$ cat config.mk
export PLATFORM = sky130hd
export DESIGN_NAME = pfu_stage
export DESIGN_NICKNAME = d
export VERILOG_FILES = /design/src/rtl/pfu_stage_pkg.sv /design/src/rtl/pfu_fifo.sv /design/src/rtl/pfu_stage.sv
export SDC_FILE = /design/constraint.sdc
export NUM_CORES = 1
export LEC_CHECK = 0
export BUFFER_PORTS_ARGS = -buffer_cell sky130_fd_sc_hd__buf_2
export CAP_MARGIN = 20
export CORE_ASPECT_RATIO = 1.1
export CORE_UTILIZATION = 62
export CTS_CLUSTER_SIZE = 8
export DETAILED_ROUTE_END_ITERATION = 16
export PLACE_DENSITY_LB_ADDON = 0.12
export SETUP_SLACK_MARGIN = 0.15
export SYNTH_ARGS = -nofsm -noshare
export SYNTH_HDL_FRONTEND = slang
export SYNTH_SLANG_ARGS = --single-unit
$ cat constraint.sdc
create_clock -name clk_i -period 5.4 [get_ports clk_i]
set_clock_uncertainty 0.2 [all_clocks]
set_input_delay 1.08 -clock clk_i [delete_from_list [all_inputs] [get_ports clk_i]]
set_output_delay 1.08 -clock clk_i [all_outputs]
set_load 0.005 [all_outputs]
$ cat src/rtl/pfu_stage_pkg.sv
// Shared types for the prefetch unit: fetch-queue entry layout and SOFID encodings.
`ifndef SOFID_RANGE
`define SOFID_RANGE [0:0]
`endif
`ifndef SOFID_RUN
`define SOFID_RUN 1'b0
`endif
`ifndef SOFID_JUMP
`define SOFID_JUMP 1'b1
`endif

package pfu_stage_pkg;
    localparam int XLEN = 32;

    typedef struct packed {
        logic `SOFID_RANGE sofid;
        logic [XLEN-1:0]   ins;
        logic              ferr;
        logic [XLEN-1:0]   pc;
    } fq_entry_t;
endpackage

$ cat src/rtl/pfu_fifo.sv
// DEPTH-entry fetch queue with synchronous flush; head is read straight from storage.
module pfu_fifo
    import pfu_stage_pkg::*;
#(
    parameter int DEPTH = 4,
    parameter int CW    = $clog2(DEPTH + 1)
) (
    input  logic          clk_i,
    input  logic          reset_i,
    input  logic          clk_en_i,
    input  logic          flush,
    input  logic          push,
    input  fq_entry_t     din,
    input  logic          pop,
    output fq_entry_t     head,
    output logic [CW-1:0] count,
    output logic          empty
);
    localparam int PW = $clog2(DEPTH);

    fq_entry_t        mem [DEPTH];
    logic [PW-1:0]    wr_ptr, rd_ptr;

    always_ff @(posedge clk_i or posedge reset_i) begin
        if (reset_i) begin
            wr_ptr <= '0;
            rd_ptr <= '0;
            count  <= '0;
        end else if (clk_en_i) begin
            if (flush) begin
                wr_ptr <= '0;
                rd_ptr <= '0;
                count  <= '0;
            end else begin
                if (push) wr_ptr <= wr_ptr + 1'b1;
                if (pop)  rd_ptr <= rd_ptr + 1'b1;
                count <= count + CW'(push) - CW'(pop);
            end
        end
    end

    always_ff @(posedge clk_i) begin
        if (clk_en_i && push && !flush) mem[wr_ptr] <= din;
    end

    assign head  = mem[rd_ptr];
    assign empty = (count == '0);
endmodule

$ cat src/rtl/pfu_stage.sv
// Prefetch unit: sequential fetch issue with credit control, in-order response queue,
// and vector flush that drops responses still owed to the old stream.
module pfu_stage
    import pfu_stage_pkg::*;
#(
    parameter int          DEPTH        = 4,
    parameter logic [31:0] RESET_VECTOR = 32'h0000_0000
) (
    input  logic              clk_i,
    input  logic              reset_i,
    input  logic              clk_en_i,
    output logic              imem_req_valid_o,
    input  logic              imem_req_ready_i,
    output logic [31:0]       imem_req_addr_o,
    input  logic              imem_rsp_valid_i,
    input  logic              imem_rsp_err_i,
    input  logic [31:0]       imem_rsp_data_i,
    input  logic              exs_pc_wr_i,
    input  logic [31:0]       exs_pc_din_i,
    output logic              ids_dav_o,
    input  logic              ids_ack_i,
    output logic `SOFID_RANGE ids_sofid_o,
    output logic [31:0]       ids_ins_o,
    output logic              ids_ferr_o,
    output logic [31:0]       ids_pc_o
);
    localparam int CW = $clog2(DEPTH + 1);

    logic [31:0]   req_pc_q, rsp_pc_q, vec_pc;
    logic          sof_pending_q;
    logic [CW-1:0] inflight_q, discard_q, count_q;
    logic          credit, req_fire, rsp_fire, push, pop, vec, empty;
    fq_entry_t     wr_entry, head;

    assign vec      = exs_pc_wr_i & clk_en_i;
    assign vec_pc   = {exs_pc_din_i[31:2], 2'b00};
    assign credit   = ({1'b0, inflight_q} + {1'b0, count_q}) < (CW+1)'(DEPTH);

    assign imem_req_valid_o = credit & ~exs_pc_wr_i & clk_en_i & ~reset_i;
    assign imem_req_addr_o  = req_pc_q;

    assign req_fire = imem_req_valid_o & imem_req_ready_i;
    assign rsp_fire = imem_rsp_valid_i & clk_en_i;
    assign push     = rsp_fire & ~vec & (discard_q == '0);
    assign pop      = ids_dav_o & ids_ack_i & clk_en_i & ~vec;

    always_comb begin
        wr_entry       = '0;
        wr_entry.sofid = sof_pending_q ? `SOFID_JUMP : `SOFID_RUN;
        wr_entry.ins   = imem_rsp_data_i;
        wr_entry.ferr  = imem_rsp_err_i;
        wr_entry.pc    = rsp_pc_q;
    end

    always_ff @(posedge clk_i or posedge reset_i) begin
        if (reset_i) begin
            req_pc_q      <= RESET_VECTOR;
            rsp_pc_q      <= RESET_VECTOR;
            sof_pending_q <= 1'b1;
            inflight_q    <= '0;
            discard_q     <= '0;
        end else if (clk_en_i) begin
            // inflight_q counts every outstanding request, discarded ones included
            inflight_q <= inflight_q + CW'(req_fire) - CW'(rsp_fire);
            if (exs_pc_wr_i) begin
                req_pc_q      <= vec_pc;
                rsp_pc_q      <= vec_pc;
                sof_pending_q <= 1'b1;
                // so everything still owed after this cycle belongs to a dead stream
                discard_q     <= inflight_q - CW'(rsp_fire);
            end else begin
                if (req_fire) req_pc_q <= req_pc_q + 32'd4;
                if (push) begin
                    rsp_pc_q      <= rsp_pc_q + 32'd4;
                    sof_pending_q <= 1'b0;
                end else if (rsp_fire) begin
                    discard_q <= discard_q - 1'b1;
                end
            end
        end
    end

    pfu_fifo #(.DEPTH(DEPTH), .CW(CW)) u_fq (
        .clk_i    (clk_i),
        .reset_i  (reset_i),
        .clk_en_i (clk_en_i),
        .flush    (vec),
        .push     (push),
        .din      (wr_entry),
        .pop      (pop),
        .head     (head),
        .count    (count_q),
        .empty    (empty)
    );

    assign ids_dav_o   = ~empty;
    assign ids_sofid_o = head.sofid;
    assign ids_ins_o   = head.ins;
    assign ids_ferr_o  = head.ferr;
    assign ids_pc_o    = head.pc;
endmodule

After elaboration in Yosys (flattened, before gate mapping)

Memories as Yosys holds them, arrays and structs flattened.
Index checks and enable logic that the tools add are counted.

Register bits: 78
RAM bits: 264
Input bits: 72
Output and inout port bits: 100
Memories: 1

Add/sub/neg operators: 11
Order comparisons: 1
Eq/ne operators: 1
Muxes and demuxes: 17
Bitwise operators: 15
Reductions and logical operators: 15

Memory list:

| memory   | words | width | rd ports | clocked after memory_dff | wr ports | RTL line       | text |
|---|---|---|---|---|---|---|---|
| u_fq.mem | 4     | 66    | 1        | 0                        | 1        | pfu_fifo.sv:21 | `fq_entry_t mem [DEPTH];` |

Operators by type and width:

| operator                                                                      | count |
|---|---|
| 32-bit two-way mux                                                            | 4 |
| 32-bit by 3-bit adder with 32-bit output (second input constant)              | 2 |
| 3-bit two-way mux                                                             | 4 |
| 1-bit bitwise AND                                                             | 11 |
| 2-bit nonzero test                                                            | 5 |
| 3-bit by 1-bit subtractor with 3-bit output                                   | 3 |
| 2-bit two-way mux                                                             | 4 |
| 2-bit AND reduction                                                           | 4 |
| 3-bit by 1-bit adder with 3-bit output                                        | 2 |
| 3-bit logical NOT                                                             | 2 |
| 1-bit two-way mux                                                             | 5 |
| 2-bit by 1-bit adder with 2-bit output (second input constant)                | 2 |
| 3-bit by 3-bit adder with 4-bit output                                        | 1 |
| 4-bit by 3-bit less-than comparator with 1-bit output (second input constant) | 1 |
| 1-bit inverter                                                                | 4 |
| 3-bit AND reduction                                                           | 1 |
| 3-bit by 1-bit subtractor with 3-bit output (second input constant)           | 1 |
| 1-bit logical AND                                                             | 2 |
| 2-bit != test (second input constant)                                         | 1 |
| 1-bit logical NOT                                                             | 1 |

Logic depth before layout (Yosys ltp)

Depth in word-level cells: 8
Depth in mapped cells: 14

Hierarchy

A second synthesis with hierarchy kept.

Cell total of the unflattened synthesis: 919
Area total of the unflattened synthesis: 14465.1 µm²

Modules (own cells, without submodules):

| module    | times used | cells each | area each (µm²) | seq. area each (µm²) |
|---|---|---|---|---|
| pfu_fifo  | 1          | 398        | 10005.8         | 8102.8 |
| pfu_stage | 1          | 521        | 4459.3          | 1677.9 |

Worst setup path before layout

Ideal clock, no wire load.

Kind: input port to flip-flop
From: input port exs_pc_wr_i
To: memory u_fq.mem[0][10] (netlist bit) (enable)
Setup time: 0.429 ns
Data arrival time: 3.220 ns
Data required time: 4.771 ns
Path slack: 1.551 ns
Stages: 5
Path through: clkbuf_1 nor2b_2 nand3_1 clkinv_1 and2_1

Longest elaborated chain between the ends: 8

Ends and longest elaborated chain:

| element                                   | RTL line        | text |
|---|---|---|
| from (decl)                               | pfu_stage.sv:18 | `input logic exs_pc_wr_i,` |
| 1-bit bitwise AND *                       | pfu_stage.sv:35 | `assign vec = exs_pc_wr_i & clk_en_i;` |
| 1-bit inverter                            | pfu_stage.sv:44 | `assign push = rsp_fire & ~vec & (discard_q == '0);` |
| 1-bit bitwise AND (2 in a row)            | pfu_stage.sv:44 |  |
| 1-bit logical AND                         | pfu_fifo.sv:43  | `if (clk_en_i && push && !flush) mem[wr_ptr] <= din;` |
| 1-bit logical AND *                       | pfu_fifo.sv:43  |  |
| 1-bit two-way mux *                       | pfu_fifo.sv:43  |  |
| 1-bit two-way mux (implied by the code) * | pfu_fifo.sv:43  |  |
| to (decl)                                 | pfu_fifo.sv:21  |  |

Mark *: on every way between the ends. The rest lies on a longest branch, timed or not.

Worst setup path in the final report

From: register u_fq.rd_ptr[0]
To: output port ids_pc_o[24]

Longest elaborated chain between the ends: 1

Ends and longest elaborated chain:

| element                | RTL line        | text |
|---|---|---|
| from (decl)            | pfu_fifo.sv:22  | `logic [PW-1:0] wr_ptr, rd_ptr;` |
| from (signal assigned) | pfu_fifo.sv:36  | `if (pop) rd_ptr <= rd_ptr + 1'b1;` |
| memory 4 x 66 bit      | -               |  |
| to (decl)              | pfu_stage.sv:25 | `output logic [31:0] ids_pc_o` |

No other way between the ends.

==> impl_results.md <==
* Hold Fails Final Rpt at 0
* Synthesis-stage register bit count at 330
* Ports at 172
* TritonCTS buffer count at 47
* Synth warn at 0
* CP Buf/Inv Count at 2
* Total wire length at 31600 µm
* HP Start: sof_pending_q
* Hold_buf cts at 0
* Initial DRC Count at roughly 740
* Worst slew pin tran at 0.929 ns
* Seq/Total Area, Yosys at 68.6%
* Resize count post-CTS at 0
* Pin count of the biggest net entering global routing at 65
* Share of cells above drive strength 1 at between 20% and 30%
* Commonest non-fill, non-tap cell in the layout: edfxtp_1
* Slowest CP cell: dfrtp_4
* Netlist cell types at 66
* Total grt overflow at 0
* Clk network pwr share at approximately 37%
* Initial antenna violation count at 0
* Clk Latency, worst-skew pair at 0.53 ns
* First-pass DRT Iterations at 9
* RSZ-0062 raised after global routing: no
* Max-slew violation count at 0
* Synth-to-Final Area Change at 17.7%
* Layout fillers at roughly 1300
* CP required at 4.12 ns
* Detailed placement HPWL at 18600 µm
* Combinational share of power at 17.2%
* Clock sinks at 330
* Clk root buf: clkbuf_16
* Final Setup Violations at 0
* Worst hold path class: reg -> reg
* Status: completed
* Tot GR Track Use at approximately 29%
* Most frequent cells in the layout: edfxtp_1 (256), buf_2 (165), dfrtp_1 (71)
* R2R Path Start: inflight_q[1]
* Internal power at approximately 5200 µW
* Leakage at 0.00586 µW
* Number of synthesized flops with an enable pin at 256
* Postcts setup bufs at 0
* Async set or reset register ratio after synthesis at 22.4%
* Vias/cell at 6.38
* Via count at 8799
* WL per Instance at 22.9 µm
* CP delay by family, top: flip-flops
* Final GP Congestion at between 0.9 and 1
* CTS tree: done
* Hold_ws at 0.308 ns
* Total power divided by cell area at around 430 nW/µm²
* Clk buf depth at 3
* CP Class: reg -> out
* Crit path arrival time at 2.38 ns
* Max FO, Critical Path at 53
* Synth Area per Inst at between 15 and 20 µm²
* Worst Setup End Kind: output port
* Setup TNS at 0 ns
* Critical path origin: u_fq.rd_ptr[0]
* Final period util at approximately two thirds
* # DRC at 0
* Die Area at 23000 µm²
* FMAX at between 0.2 and 0.3 GHz
* Die extent in x at 145 µm
* Startpoint types: flop
* Final min period at around 3.7 ns
* Port Buffers at 165
* Ant diodes at 0
* Gate Count Post-Synth at 889
* First-pass GRT wire length at between 40000 and 50000 µm
* Seq pwr share at 46.4%
* DRT antenna net count at 0
* CP peak stage delay at 0.64 ns
* Max H-tree Level at 2
* Sw Ratio at between 20% and 30%
* # rows at 57
* Crit path cell chain: buf_12 > mux4_2 > buf_2
* Synth Flop Type: edfxtp_1
* Core ar. at 22000 µm²
* Die Span Y at 159 µm
* Starting density of the core at 63.1%
* Max_cap viols at 0
* NetSw at 1870 µW
* Vias in the first global route at 8811
* Clk pin slew, worst setup/hold paths at about 0.050 ns
* NumNets Final at around 1200
* Worst IR drop on VDD at 249 µV
* Max-slew headroom at 38.0%
* Synth Cell Area at 13900 µm²
[cell usage after synthesis, types with 4 or more instances]
master | count | share of area [%]
dfrtp_1 | 73 | 13
nor3_1 | 21 | 0.76
nand4_1 | 13 | 0.58
nand3_1 | 35 | 1.3
o311ai_0 | 6 | 0.38
nand2b_1 | 4 | 0.18
nor2_1 | 35 | 0.94
edfxtp_1 | 256 | 55
a21o_1 | 4 | 0.22
xnor2_1 | 15 | 0.94
o22a_1 | 4 | 0.25
buf_4 | 4 | 0.22
mux2i_1 | 7 | 0.50
o22ai_1 | 15 | 0.67
a21oi_1 | 43 | 1.5
and2_1 | 8 | 0.36
inv_1 | 20 | 0.54
nand2_1 | 48 | 1.3
or3_1 | 8 | 0.36
buf_1 | 7 | 0.19
a22oi_1 | 7 | 0.38
clkbuf_1 | 37 | 1.0
nor4_1 | 14 | 0.63
o21ai_0 | 35 | 1.3
o31ai_1 | 4 | 0.22
a31oi_1 | 6 | 0.27
and3_1 | 14 | 0.63
ha_1 | 16 | 1.4
a211oi_1 | 4 | 0.22
and4_1 | 7 | 0.44
mux4_2 | 64 | 10
[state kept, by name (all words and copies together), names as in the netlist]
register and flops:
u_fq.count 3, rsp_pc_q 30, u_fq.rd_ptr 2, u_fq.wr_ptr 2, discard_q 3, sof_pending_q 1, imem_req_addr_o 30, inflight_q 3
u_fq.mem 256
[worst reg2reg max path, cell delays in order, from the launching register on]
cell and delay [ns]:
dfrtp_1 0.46, ha_1 0.27, nor4_4 0.30, and4_1 0.47, inv_4 0.17, ha_1 0.31, inv_1 0.05, ha_1 0.13
inv_1 0.05, fa_1 0.37, xor2_1 0.14, nand2_1 0.08, xnor2_1 0.15
[path summary, 6_finish.rpt]
path                                       to  slack, ns  cells past startpoint
max                              ids_pc_o[24]       1.74                      3
min                             sof_pending_q       0.31                      2
max reg2reg                     inflight_q[2]       2.12                     12
min reg2reg                     sof_pending_q       0.31                      2
max in group asynchronous        rsp_pc_q[25]       3.39                      3
min in group asynchronous  imem_req_addr_o[2]       0.58                      2
[stage by stage]
step	std cells	power [µW]	utilization (%)	area [µm²]	worst slack, ns
floorplan	892	4030	-	13900	1.55
global placement	1316	4480	68.5	15100	1.46
detailed placement	1316	4520	68.5	15100	1.39
CTS	1380	7120	74.3	16400	1.70
global route	1380	7380	74.3	16400	1.58
finish	1380	7070	74.3	16400	1.74
[cells by family after synthesis]
| kind of cell | after synthesis | share of synthesized area [%] |
|---|---|---|
| AO/OA/AOI/OAI | 156 | 7.15 |
| XOR/XNOR | 18 | 1.13 |
| adder cells (fa/ha/maj) | 18 | 1.73 |
| buffers and inverters | 75 | 2.23 |
| flip-flops | 330 | 68.6 |
| multiplexers | 72 | 10.9 |
| other | 1 | 0.0269 |
| AND/OR/NAND/NOR | 219 | 8.24 |
[power by group through the flow]
| stage | sequential (µW) | combinational [µW] | clock, µW |
|---|---|---|---|
| after global routing | 3310 | 1350 | 2730 |
| final | 3280 | 1210 | 2580 |
| after detailed placement | 3300 | 1210 | 0 |
| after CTS | 3270 | 1230 | 2620 |
| after floorplan | 3190 | 838 | 0 |
| after global placement | 3290 | 1190 | 0 |
[final cells by class]
type,count,area (µm²),share of cell area [%]
sequential,330,9550,58.3
clock inverter,3,33.8,0.206
inverter,23,88.8,0.542
multi-input combinational,487,4090,24.9
clock buffer,61,1250,7.63
tap,295,369,2.25
timing repair buffer,181,1010,6.16
[layer usage]
layer | share of wire [%] | up-vias | global-route usage, %
li1 | - | 3891 | -
met1 | 41 | 4423 | 41.2
met2 | 49 | 426 | 45.4
met3 | 7.8 | 59 | 5.20
met4 | 2.2 | 0 | 9.19
met5 | 0 | - | 0
(Power assumes the default switching activity.)
